--- config.mk ---
export PLATFORM = sky130hd
export DESIGN_NAME = fc_weight_mem_ctrl
export DESIGN_NICKNAME = d
export VERILOG_FILES = /design/src/rtl/fc_weight_mem_ctrl_pkg.sv /design/src/rtl/fc_weight_mem_ctrl.sv
export SDC_FILE = /design/constraint.sdc
export NUM_CORES = 1
export LEC_CHECK = 0
export ABC_AREA = 1
export CAP_MARGIN = 20
export CELL_PAD_IN_SITES_DETAIL_PLACEMENT = 1
export CELL_PAD_IN_SITES_GLOBAL_PLACEMENT = 1
export CORE_ASPECT_RATIO = 1.75
export CORE_UTILIZATION = 45
export DETAILED_ROUTE_END_ITERATION = 12
export DONT_BUFFER_PORTS = 1
export PLACE_DENSITY_LB_ADDON = 0.15
export REMOVE_ABC_BUFFERS = 1
export SETUP_SLACK_MARGIN = 0.4
export SKIP_CTS_REPAIR_TIMING = 1
export SYNTH_ARGS = -nofsm -noshare
export SYNTH_HDL_FRONTEND = slang
export SYNTH_SLANG_ARGS = --single-unit
--- constraint.sdc ---
create_clock -name clk -period 3.15 [get_ports clk]
set_clock_uncertainty 0.2 [all_clocks]
set_input_delay 0.315 -clock clk [delete_from_list [all_inputs] [get_ports clk]]
set_output_delay 0.315 -clock clk [all_outputs]
set_load 0.005 [all_outputs]
--- src/rtl/fc_weight_mem_ctrl_pkg.sv ---
// Shared definitions for the SE-block weight memory segment sequencers:
// FSM state encoding and default geometry of the memory segments.
package fc_weight_mem_ctrl_pkg;

   localparam int HEIGHT_DEF  = 32;
   localparam int BITSIZE_DEF = 14;
   localparam int AW_DEF      = 15;

   typedef enum logic [1:0] {
      ST_IDLE  = 2'd0,
      ST_LOAD  = 2'd1,
      ST_READ  = 2'd2,
      ST_DRAIN = 2'd3
   } state_e;

endpackage

--- src/rtl/fc_weight_mem_ctrl.sv ---
// Sequencer sharing a 1-port weight memory between a loader write burst and
// an FC compute read burst streamed out with valid/ready backpressure.
module fc_weight_mem_ctrl
   import fc_weight_mem_ctrl_pkg::*;
#(
   parameter int HEIGHT  = HEIGHT_DEF,
   parameter int BITSIZE = BITSIZE_DEF,
   parameter int AW      = AW_DEF
) (
   input  logic               clk,
   input  logic               rst,
   input  logic               ld_start,
   input  logic [AW-1:0]      ld_base,
   input  logic [AW-1:0]      ld_len,
   input  logic               ld_valid,
   input  logic [BITSIZE-1:0] ld_data,
   output logic               ld_ready,
   input  logic               rd_start,
   input  logic [AW-1:0]      rd_base,
   input  logic [AW-1:0]      rd_len,
   output logic               out_valid,
   input  logic               out_ready,
   output logic [BITSIZE-1:0] out_data,
   output logic               out_last,
   output logic               busy,
   output logic               done,
   output logic               err,
   output logic               mem_en,
   output logic               mem_rd,
   output logic               mem_wr,
   output logic [AW-1:0]      mem_index,
   output logic [BITSIZE-1:0] mem_wdata,
   input  logic [BITSIZE-1:0] mem_rdata
);

   localparam logic [AW:0]   DEPTH = (AW+1)'(HEIGHT);
   localparam logic [AW-1:0] ONE   = AW'(1);

   state_e        state_q, state_d;
   logic [AW-1:0] base_q, base_d;
   logic [AW-1:0] len_q, len_d;
   logic [AW-1:0] cnt_q, cnt_d;
   logic          ov_q, ov_d;
   logic          last_q, last_d;
   logic          done_q, done_d;
   logic          err_q, err_d;

   logic [AW:0]   ld_end, rd_end;
   logic          ld_bad, rd_bad;
   logic [AW-1:0] addr;
   logic          cnt_last;

   // One extra bit on the end address so base+len cannot wrap past the check
   assign ld_end   = {1'b0, ld_base} + {1'b0, ld_len};
   assign rd_end   = {1'b0, rd_base} + {1'b0, rd_len};
   assign ld_bad   = (ld_len == '0) || (ld_end > DEPTH);
   assign rd_bad   = (rd_len == '0) || (rd_end > DEPTH);
   assign addr     = base_q + cnt_q;
   assign cnt_last = (cnt_q == (len_q - ONE));

   always_comb begin
      state_d   = state_q;
      base_d    = base_q;
      len_d     = len_q;
      cnt_d     = cnt_q;
      ov_d      = ov_q;
      last_d    = last_q;
      done_d    = 1'b0;
      err_d     = 1'b0;
      ld_ready  = 1'b0;
      mem_en    = 1'b0;
      mem_rd    = 1'b0;
      mem_wr    = 1'b0;
      mem_index = '0;
      mem_wdata = '0;
      case (state_q)
         ST_IDLE: begin
            if (ld_start) begin
               if (ld_bad) begin
                  err_d = 1'b1;
               end else begin
                  state_d = ST_LOAD;
                  base_d  = ld_base;
                  len_d   = ld_len;
                  cnt_d   = '0;
               end
            end else if (rd_start) begin
               if (rd_bad) begin
                  err_d = 1'b1;
               end else begin
                  state_d = ST_READ;
                  base_d  = rd_base;
                  len_d   = rd_len;
                  cnt_d   = '0;
               end
            end
         end
         ST_LOAD: begin
            ld_ready = 1'b1;
            if (ld_valid) begin
               mem_en    = 1'b1;
               mem_wr    = 1'b1;
               mem_index = addr;
               mem_wdata = ld_data;
               cnt_d     = cnt_q + ONE;
               if (cnt_last) begin
                  state_d = ST_IDLE;
                  done_d  = 1'b1;
               end
            end
         end
         ST_READ: begin
            // Issue only when the output slot is free or drains this cycle,
            // so the memory's held read data is never overwritten unseen
            if (!ov_q || out_ready) begin
               mem_en    = 1'b1;
               mem_rd    = 1'b1;
               mem_index = addr;
               cnt_d     = cnt_q + ONE;
               ov_d      = 1'b1;
               last_d    = cnt_last;
               if (cnt_last) state_d = ST_DRAIN;
            end
         end
         ST_DRAIN: begin
            if (ov_q && out_ready) begin
               ov_d   = 1'b0;
               last_d = 1'b0;
               if (last_q) begin
                  done_d  = 1'b1;
                  state_d = ST_IDLE;
               end
            end
         end
         default: state_d = ST_IDLE;
      endcase
   end

   always_ff @(posedge clk or negedge rst) begin
      if (!rst) begin
         state_q <= ST_IDLE;
         base_q  <= '0;
         len_q   <= '0;
         cnt_q   <= '0;
         ov_q    <= 1'b0;
         last_q  <= 1'b0;
         done_q  <= 1'b0;
         err_q   <= 1'b0;
      end else begin
         state_q <= state_d;
         base_q  <= base_d;
         len_q   <= len_d;
         cnt_q   <= cnt_d;
         ov_q    <= ov_d;
         last_q  <= last_d;
         done_q  <= done_d;
         err_q   <= err_d;
      end
   end

   assign out_valid = ov_q;
   assign out_last  = last_q;
   assign out_data  = mem_rdata;
   assign busy      = (state_q != ST_IDLE);
   assign done      = done_q;
   assign err       = err_q;

endmodule

==> results of run 1 <==
registers in the layout (all words and copies together) (netlist names):
name       cells
err            1
len_q         15
out_valid      1
done           1
base_q        15
cnt_q         15
state_q        2
out_last       1
cells in the mapped netlist, types with 7 or more instances:
| cell | instances | area, um2 |
|---|---|---|
| nand2_1 | 410 | 1540 |
| inv_1 | 149 | 559 |
| nor2_1 | 123 | 462 |
| nand3_1 | 67 | 335 |
| nand4_1 | 58 | 363 |
| dfrtp_1 | 51 | 1280 |
| ha_1 | 51 | 638 |
| a21oi_1 | 49 | 245 |
| o21ai_0 | 37 | 185 |
| xor2_1 | 17 | 149 |
| buf_4 | 15 | 113 |
| clkbuf_1 | 14 | 52.6 |
| xnor2_1 | 11 | 96.3 |
| buf_2 | 8 | 40.0 |
| nand2_2 | 8 | 50.1 |
| nor2_2 | 7 | 43.8 |
| nor3_1 | 7 | 35.0 |
cell families after synthesis:
logic type	share of synthesized area
compound gates	0.0836
simple gates	0.457
buf+inv	0.124
xor+xnor	0.0371
flops	0.193
fa+ha+maj	0.106
per-layer routing:
layer / track usage / up-vias / share of wire
li1: - / 3576 / -
met1: 0.296 / 3504 / 0.34
met2: 0.597 / 169 / 0.56
met3: 0.0473 / 69 / 0.039
met4: 0.183 / 0 / 0.059
met5: 0 / - / 0
report_power, final:
part           internal, mW  switching, mW
combinational         0.840           1.60
clock                 0.291          0.253
sequential            0.886          0.248
total                  2.02           2.10
critical path, cell delays in order, from the launching register on:
cell,delay [ps]
dfrtp_1,430
ha_2,200
fa_2,360
nand3_1,110
nand3_2,90
a21oi_2,200
o21ai_2,80
nand3_1,70
nand2_1,90
a21boi_2,190
o21ai_1,90
a21oi_2,170
cell type report:
class | count | area (um2) | area share
multi-input combinational | 891 | 4670 | 0.652
sequential | 51 | 1280 | 0.179
inverter | 151 | 569 | 0.0795
timing repair buffer | 26 | 277 | 0.0386
tap | 180 | 225 | 0.0314
clock buffer | 5 | 125 | 0.0175
clock inverter | 3 | 15.0 | 0.00210
worst paths after layout:
check                               start       endpoint  slack (ps)
min in group asynchronous             rst      base_q[0]         340
worst max-delay path             cnt_q[0]  mem_index[14]         260
max in group asynchronous             rst       cnt_q[1]        2150
worst min register to register  base_q[0]      base_q[0]         290
worst max register to register   len_q[0]     state_q[1]         620
worst min-delay path            out_ready           done          10
==> metrics.cfg, run 1 <==
[clocking]
htreeDepth = 2
path_clk_slew_ps = 70
cts_root_buf = clkbuf_16
cts_made_buffers = 5
cts_tree = done
clock_path_buffers = 2
insertion_delay_ps = 300
cts_sinks = 51

[routing]
via_per_inst = 5.60
drc = 0
postRouteAntennaNets = 0
drt_iter0_markers = 222
drt_pre_antenna_iters = 6
finalWirelength_mm = 23.6
wl_per_cell_um = 18.0
vias = 7318

[place]
place_ws_ps = 148
gp_congestion = 0.921
portBuffers = 0
placed_cell_area_mm2 = 0.00670
hpwl_mm = 19.3
dp_cells = 1286

[yosys]
syn_area_mm2 = 0.00660
post_synth_inst_count = 1133
synth_seq_cells = 51
postSynth.asyncResetShare = 1.00
synth_flop_cell = dfrtp_1
synth_edf_count = 0
synth_seq_area_share = 0.193
yosys_warnings = 0
synth.distinct_cells = 39
synth.avg_cell_area_um2 = 5.83

[global_route]
grt_first_pass_wirelength_mm = 36.4
grt_pass1_vias = 7387
grt_max_degree = 52
grt_antenna_before_repair = 0
grt-ovfl-total = 0
track_usage = 0.308

[setup_path]
required_ps = 2630
rr_worst_depth = 17
end_kind = output port
crit_path_max_fanout = 3
worstPathArrival_ps = 2380
timing_worst_setup_path_type = flop to output port
start_kind = flop

[cells_and_area]
final_common_cell = nand2_1
layout.nets = 1274
layout.cells.non_filler = 1307
diodes = 0
mostFrequentLayoutCells = nand2_1 (406), inv_1 (147), nor2_1 (119)
syn_to_final_growth_pct = 8.47
final_area_mm2 = 0.00716
nFillCells = 2077
drive_gt1_frac = 0.0816
utilization = 0.498

[flow_run]
drv_cap = 0

[floorplanning]
initial_utilization = 0.460
num_io_pins = 146
dieArea_mm2 = 0.0152
die-width_um = 93.6
dieHeight_um = 162
core_area_mm2 = 0.0144
num_rows = 58

[sta]
tightest_slew_ps = 530
timing.hold.ws_ps = 12.7
setup_tns_ps = 0
period_needed_ps = 2890
hold_violations = 0
rsz0062_at_grt = yes
max-slew-margin-rel = 0.643
final-max-slew-violation-count = 0
setup_viol = 0
fmax_mhz = 346
period_share = 0.918
finalWorstSetupSlack_ps = 259

[min_path]
holdCritPathClass = primary input to flop
hold_depth = 2

[pwr]
p_per_area_mw_per_mm2 = 575
fin_total_pwr_mw = 4.12
ir_worst_vdd_uv = 239
p_leak_nw = 3.99

[run_status]
outcome = completed

Power figures use the tool's default switching activity.
==> run 2: changes to the inputs <==
--- a/config.mk
+++ b/config.mk
@@ -13,7 +13,7 @@
 export CORE_UTILIZATION = 45
 export DETAILED_ROUTE_END_ITERATION = 12
 export DONT_BUFFER_PORTS = 1
-export PLACE_DENSITY_LB_ADDON = 0.15
+export PLACE_DENSITY = 0.88
 export REMOVE_ABC_BUFFERS = 1
 export SETUP_SLACK_MARGIN = 0.4
 export SKIP_CTS_REPAIR_TIMING = 1
==> run 2 against run 1 <==
Via count increased by 3.5%. Sequential share of layout area decreased by 0.37 points. Clock-buffer cell count grew 1. Cell count about the same. Setup slack improved by 110 ps. Global-route usage down 0.58 points. Critical path depth unchanged. Sequential power increased by 4%. Register-to-register slack got worse by 180 ps.
==> metrics.cfg, run 2 (synthesis gave the netlist of run 1 again) <==
[setup_path]
slowest_delay_ps = 410
rr_worst_depth = 14
critical_path_depth = 11
required_ps = 2630
crit_slowest_cell = dfrtp_1
cpMostUsedCell = o21ai_2
worstPathArrival_ps = 2260
end_kind = output port
crit_path_max_fanout = 3
cp_cell_sequence = ha_4 > fa_2 > nand3_2 > nand3_4 > a21oi_4 > o21ai_2 > nand3_1 > nand2_2 > a21boi_2 > o21ai_2 > a21oi_2
start_kind = flop
cp_top_family = compound AO/OA/AOI/OAI gates
timing_worst_setup_path_type = flop to output port
path_buf_inv = 0

[clocking]
cts_made_buffers = 5
cts_root_buf = clkbuf_16
htreeDepth = 2
cts_sinks = 51
cts_tree = done
path_clk_slew_ps = 70
insertion_delay_ps = 300
clock_path_buffers = 2

[sta]
fmax_mhz = 360
max-slew-margin-rel = 0.699
final-max-slew-violation-count = 0
rsz0062_at_grt = yes
setup_viol = 0
period_needed_ps = 2780
period_share = 0.882
finalWorstSetupSlack_ps = 372
hold_violations = 0
tightest_slew_ps = 447

[place]
placed_cell_area_mm2 = 0.00669
hpwl_mm = 19.0
place_ws_ps = -17.9
gp_congestion = 1.05
portBuffers = 0

[cells_and_area]
final_area_mm2 = 0.00731
syn_to_final_growth_pct = 10.8
diodes = 0
drive_gt1_frac = 0.0940
final_common_cell = nand2_1
layout.nets = 1275
reg_top3 = base_q (15), cnt_q (15), len_q (15)
mostFrequentLayoutCells = nand2_1 (405), inv_1 (147), nor2_1 (116)

[run_status]
outcome = completed

[floorplanning]
initial_utilization = 0.460
num_rows = 58
dieArea_mm2 = 0.0152
die-width_um = 93.6
num_io_pins = 146
dieHeight_um = 162
core_area_mm2 = 0.0144

[routing]
postRouteAntennaNets = 0
vias = 7573
finalWirelength_mm = 24.9
via_per_inst = 5.79
wl_per_cell_um = 19.0
drc = 0
drt_iter0_markers = 208
drt_pre_antenna_iters = 4

[global_route]
grt_max_degree = 52
track_usage = 0.302
grt_first_pass_wirelength_mm = 36.0
grt-ovfl-total = 0
grt_pass1_vias = 7728
grt_antenna_before_repair = 0

[pwr]
p_per_area_mw_per_mm2 = 608
p_leak_nw = 4.02
ir_worst_vdd_uv = 253

[min_path]
hold_depth = 2
holdCritPathClass = primary input to flop

[flow_run]
drv_cap = 0

## run 2: cell type report
type	count	area [um2]
repair inverters	1	7.51
multi-input cells	890	4760
clock buffers	6	139
inverters	151	569
flip-flops and latches	51	1280
repair buffers	27	302
well taps	180	225
clock inverters	2	35.0
fillers	2025	7050
## run 2: metal layers
| layer | wire length (um) | global-route usage | part of all wire | vias to the layer above |
|---|---|---|---|---|
| met1 | 8050 | 0.269 | 0.32 | 3628 |
| met5 | 0 | 0 | 0 | - |
| met2 | 13800 | 0.606 | 0.55 | 246 |
| li1 | - | - | - | 3575 |
| met4 | 1900 | 0.183 | 0.076 | 0 |
| met3 | 1180 | 0.0506 | 0.047 | 124 |
## run 2: power by group
part	total [mW]	switching [mW]	internal (mW)
clock	0.659	0.263	0.396
sequential	1.18	0.292	0.886
combinational	2.61	1.74	0.873
## run 2: through the flow
step	power, mW	hold slack, ps	TNS (ps)	std cells	util
floorplan	2.70	-181	-5020	1092	-
global placement	3.24	-178	0	1285	0.466
detailed placement	3.35	-178	-17.9	1285	0.466
CTS	4.01	-491	-81.0	1293	0.478
global route	4.80	40.1	0	1308	0.509
finish	4.45	34.8	0	1308	0.509
## run 2: path summary, 6_finish.rpt
| check | slack (ps) | startpoint | endpoint |
|---|---|---|---|
| setup / recovery | 370 | cnt_q[0] | mem_index[14] |
| hold / removal | 30 | out_ready | done |
| setup reg to reg | 440 | len_q[2] | state_q[1] |
| hold reg to reg | 290 | base_q[14] | base_q[14] |
| max in group asynchronous | 2180 | rst | cnt_q[1] |
| min in group asynchronous | 330 | rst | len_q[11] |
==> run 3: changes to the inputs <==
==> constraint.sdc (replaced) <==
create_clock -name clk -period 3 [get_ports clk]
set_clock_uncertainty 0.2 [all_clocks]
set_input_delay 0.3 -clock clk [delete_from_list [all_inputs] [get_ports clk]]
set_output_delay 0.3 -clock clk [all_outputs]
set_load 0.005 [all_outputs]
==> run 3 against run 2 <==
The flow now finishes with violations (hold timing). Routed wire length grew 8.5%. Final area grew 6.2%. Combinational power grew 23%. Critical path depth is the same. Non-clock buffer count grew 9. Register-to-register slack lost 120 ps. Clock-buffer cell count is the same. Global-route usage shrank 0.53 points. Sequential share of layout area shrank 0.94 points.
==> metrics.cfg, run 3 (synthesis gave the netlist of run 1 again) <==
[run_status]
outcome = complete, but fails checks
violations = hold timing

[routing]
drt_pre_antenna_iters = 4
drt_iter0_markers = 279
postRouteAntennaNets = 0
via_per_inst = 5.92
wl_per_cell_um = 20.5
drc = 0
vias = 7800
finalWirelength_mm = 27.0

[pwr]
fin_total_pwr_mw = 5.22
p_per_area_mw_per_mm2 = 672
ir_worst_vdd_uv = 248
p_leak_nw = 4.14

[global_route]
grt_first_pass_wirelength_mm = 35.3
grt_pass1_vias = 7676
grt_max_degree = 52
track_usage = 0.297
grt_antenna_before_repair = 0
grt-ovfl-total = 0

[cells_and_area]
layout.nets = 1285
syn_to_final_growth_pct = 17.6
diodes = 0
multi_input_area_mm2 = 0.00513
mostFrequentLayoutCells = nand2_1 (348), inv_1 (146), nor2_1 (109)
reg_top3 = base_q (15), cnt_q (15), len_q (15)
regArea_mm2 = 0.00128
nFillCells = 1977
final_common_cell = nand2_1
drive_gt1_frac = 0.174

[clocking]
clock_path_buffers = 2
path_clk_slew_ps = 70
cts_tree = done
cts_sinks = 51
cts_made_buffers = 5
insertion_delay_ps = 300
cts_root_buf = clkbuf_16
htreeDepth = 2

[setup_path]
timing_worst_setup_path_type = flop to output port
rrSetupSlack_ps = 320
worstPathArrival_ps = 2360
required_ps = 2500
start_kind = flop
crit_path_max_fanout = 3
end_kind = output port

[floorplanning]
die-width_um = 93.6
num_rows = 58
core_area_mm2 = 0.0144
dieArea_mm2 = 0.0152
dieHeight_um = 162
num_io_pins = 146
initial_utilization = 0.460

[place]
hpwl_mm = 18.7
portBuffers = 0
gp_congestion = 1.01

[sta]
rsz0062_at_grt = yes
period_needed_ps = 2860
max-slew-margin-rel = 0.530
period_share = 0.952
tightest_slew_ps = 698
hold_violations = 1
fmax_mhz = 350
setup_viol = 0
final-max-slew-violation-count = 0
timing.hold.ws_ps = -3.62

[min_path]
holdCritPathClass = primary input to flop

[flow_run]
drv_cap = 0

[run 3: changes by cell type in the layout (fill, tap and decap cells not counted), sizes merged]
cell,previous run,this run
nand3,71,72
buf,24,33
[run 3: per-layer routing]
metal / track usage / routed length, um / vias up
met5: 0 / 0 / -
met3: 0.0609 / 1480 / 136
li1: - / - / 3611
met2: 0.606 / 14700 / 305
met4: 0.162 / 2000 / 0
met1: 0.255 / 8840 / 3748
[run 3: final timing paths]
check	depth (start not counted)	startpoint	endpoint
max in group asynchronous	2	rst	state_q[1]
min in group asynchronous	2	rst	base_q[14]
max reg2reg	15	len_q[0]	state_q[1]
min	2	out_ready	done
min reg2reg	2	base_q[14]	base_q[14]
max	11	base_q[0]	mem_index[14]
[run 3: layout make-up]
cell class              count  share of cell area
clock buffers               6              0.0179
clock inverters             2             0.00451
inverters                 151              0.0736
multi-input cells         891               0.660
flip-flops and latches     51               0.165
well taps                 180              0.0290
repair buffers             36              0.0485
repair inverters            1            0.000966
[run 3: through the flow]
step | instance area, um2 | utilization | worst slack (ps) | TNS (ps) | cells
finish | 7770 | 0.541 | 143 | 0 | 1318
global route | 7770 | 0.541 | 83.4 | 0 | 1318
CTS | 6900 | 0.480 | -234 | -318 | 1297
detailed placement | 6720 | 0.468 | -71.4 | -495 | 1289
global placement | 6720 | 0.468 | 17.1 | 0 | 1289
floorplan | 6350 | - | -302 | -9070 | 1092
[run 3: critical path, cell delays in order (launching register included)]
cell and delay [ps]:
dfrtp_1 420, ha_2 220, fa_2 390, nand3_2 100, nand3_4 90, a21oi_4 190
o21ai_2 90, nand3_1 90, nand2_2 80, a21boi_2 190, o21ai_2 70, a21oi_2 120
[run 3: power by group]
| group | switching (mW) | internal (mW) |
|---|---|---|
| Sequential | 0.393 | 0.934 |
| Combinational | 2.09 | 1.11 |
| Clock | 0.271 | 0.416 |
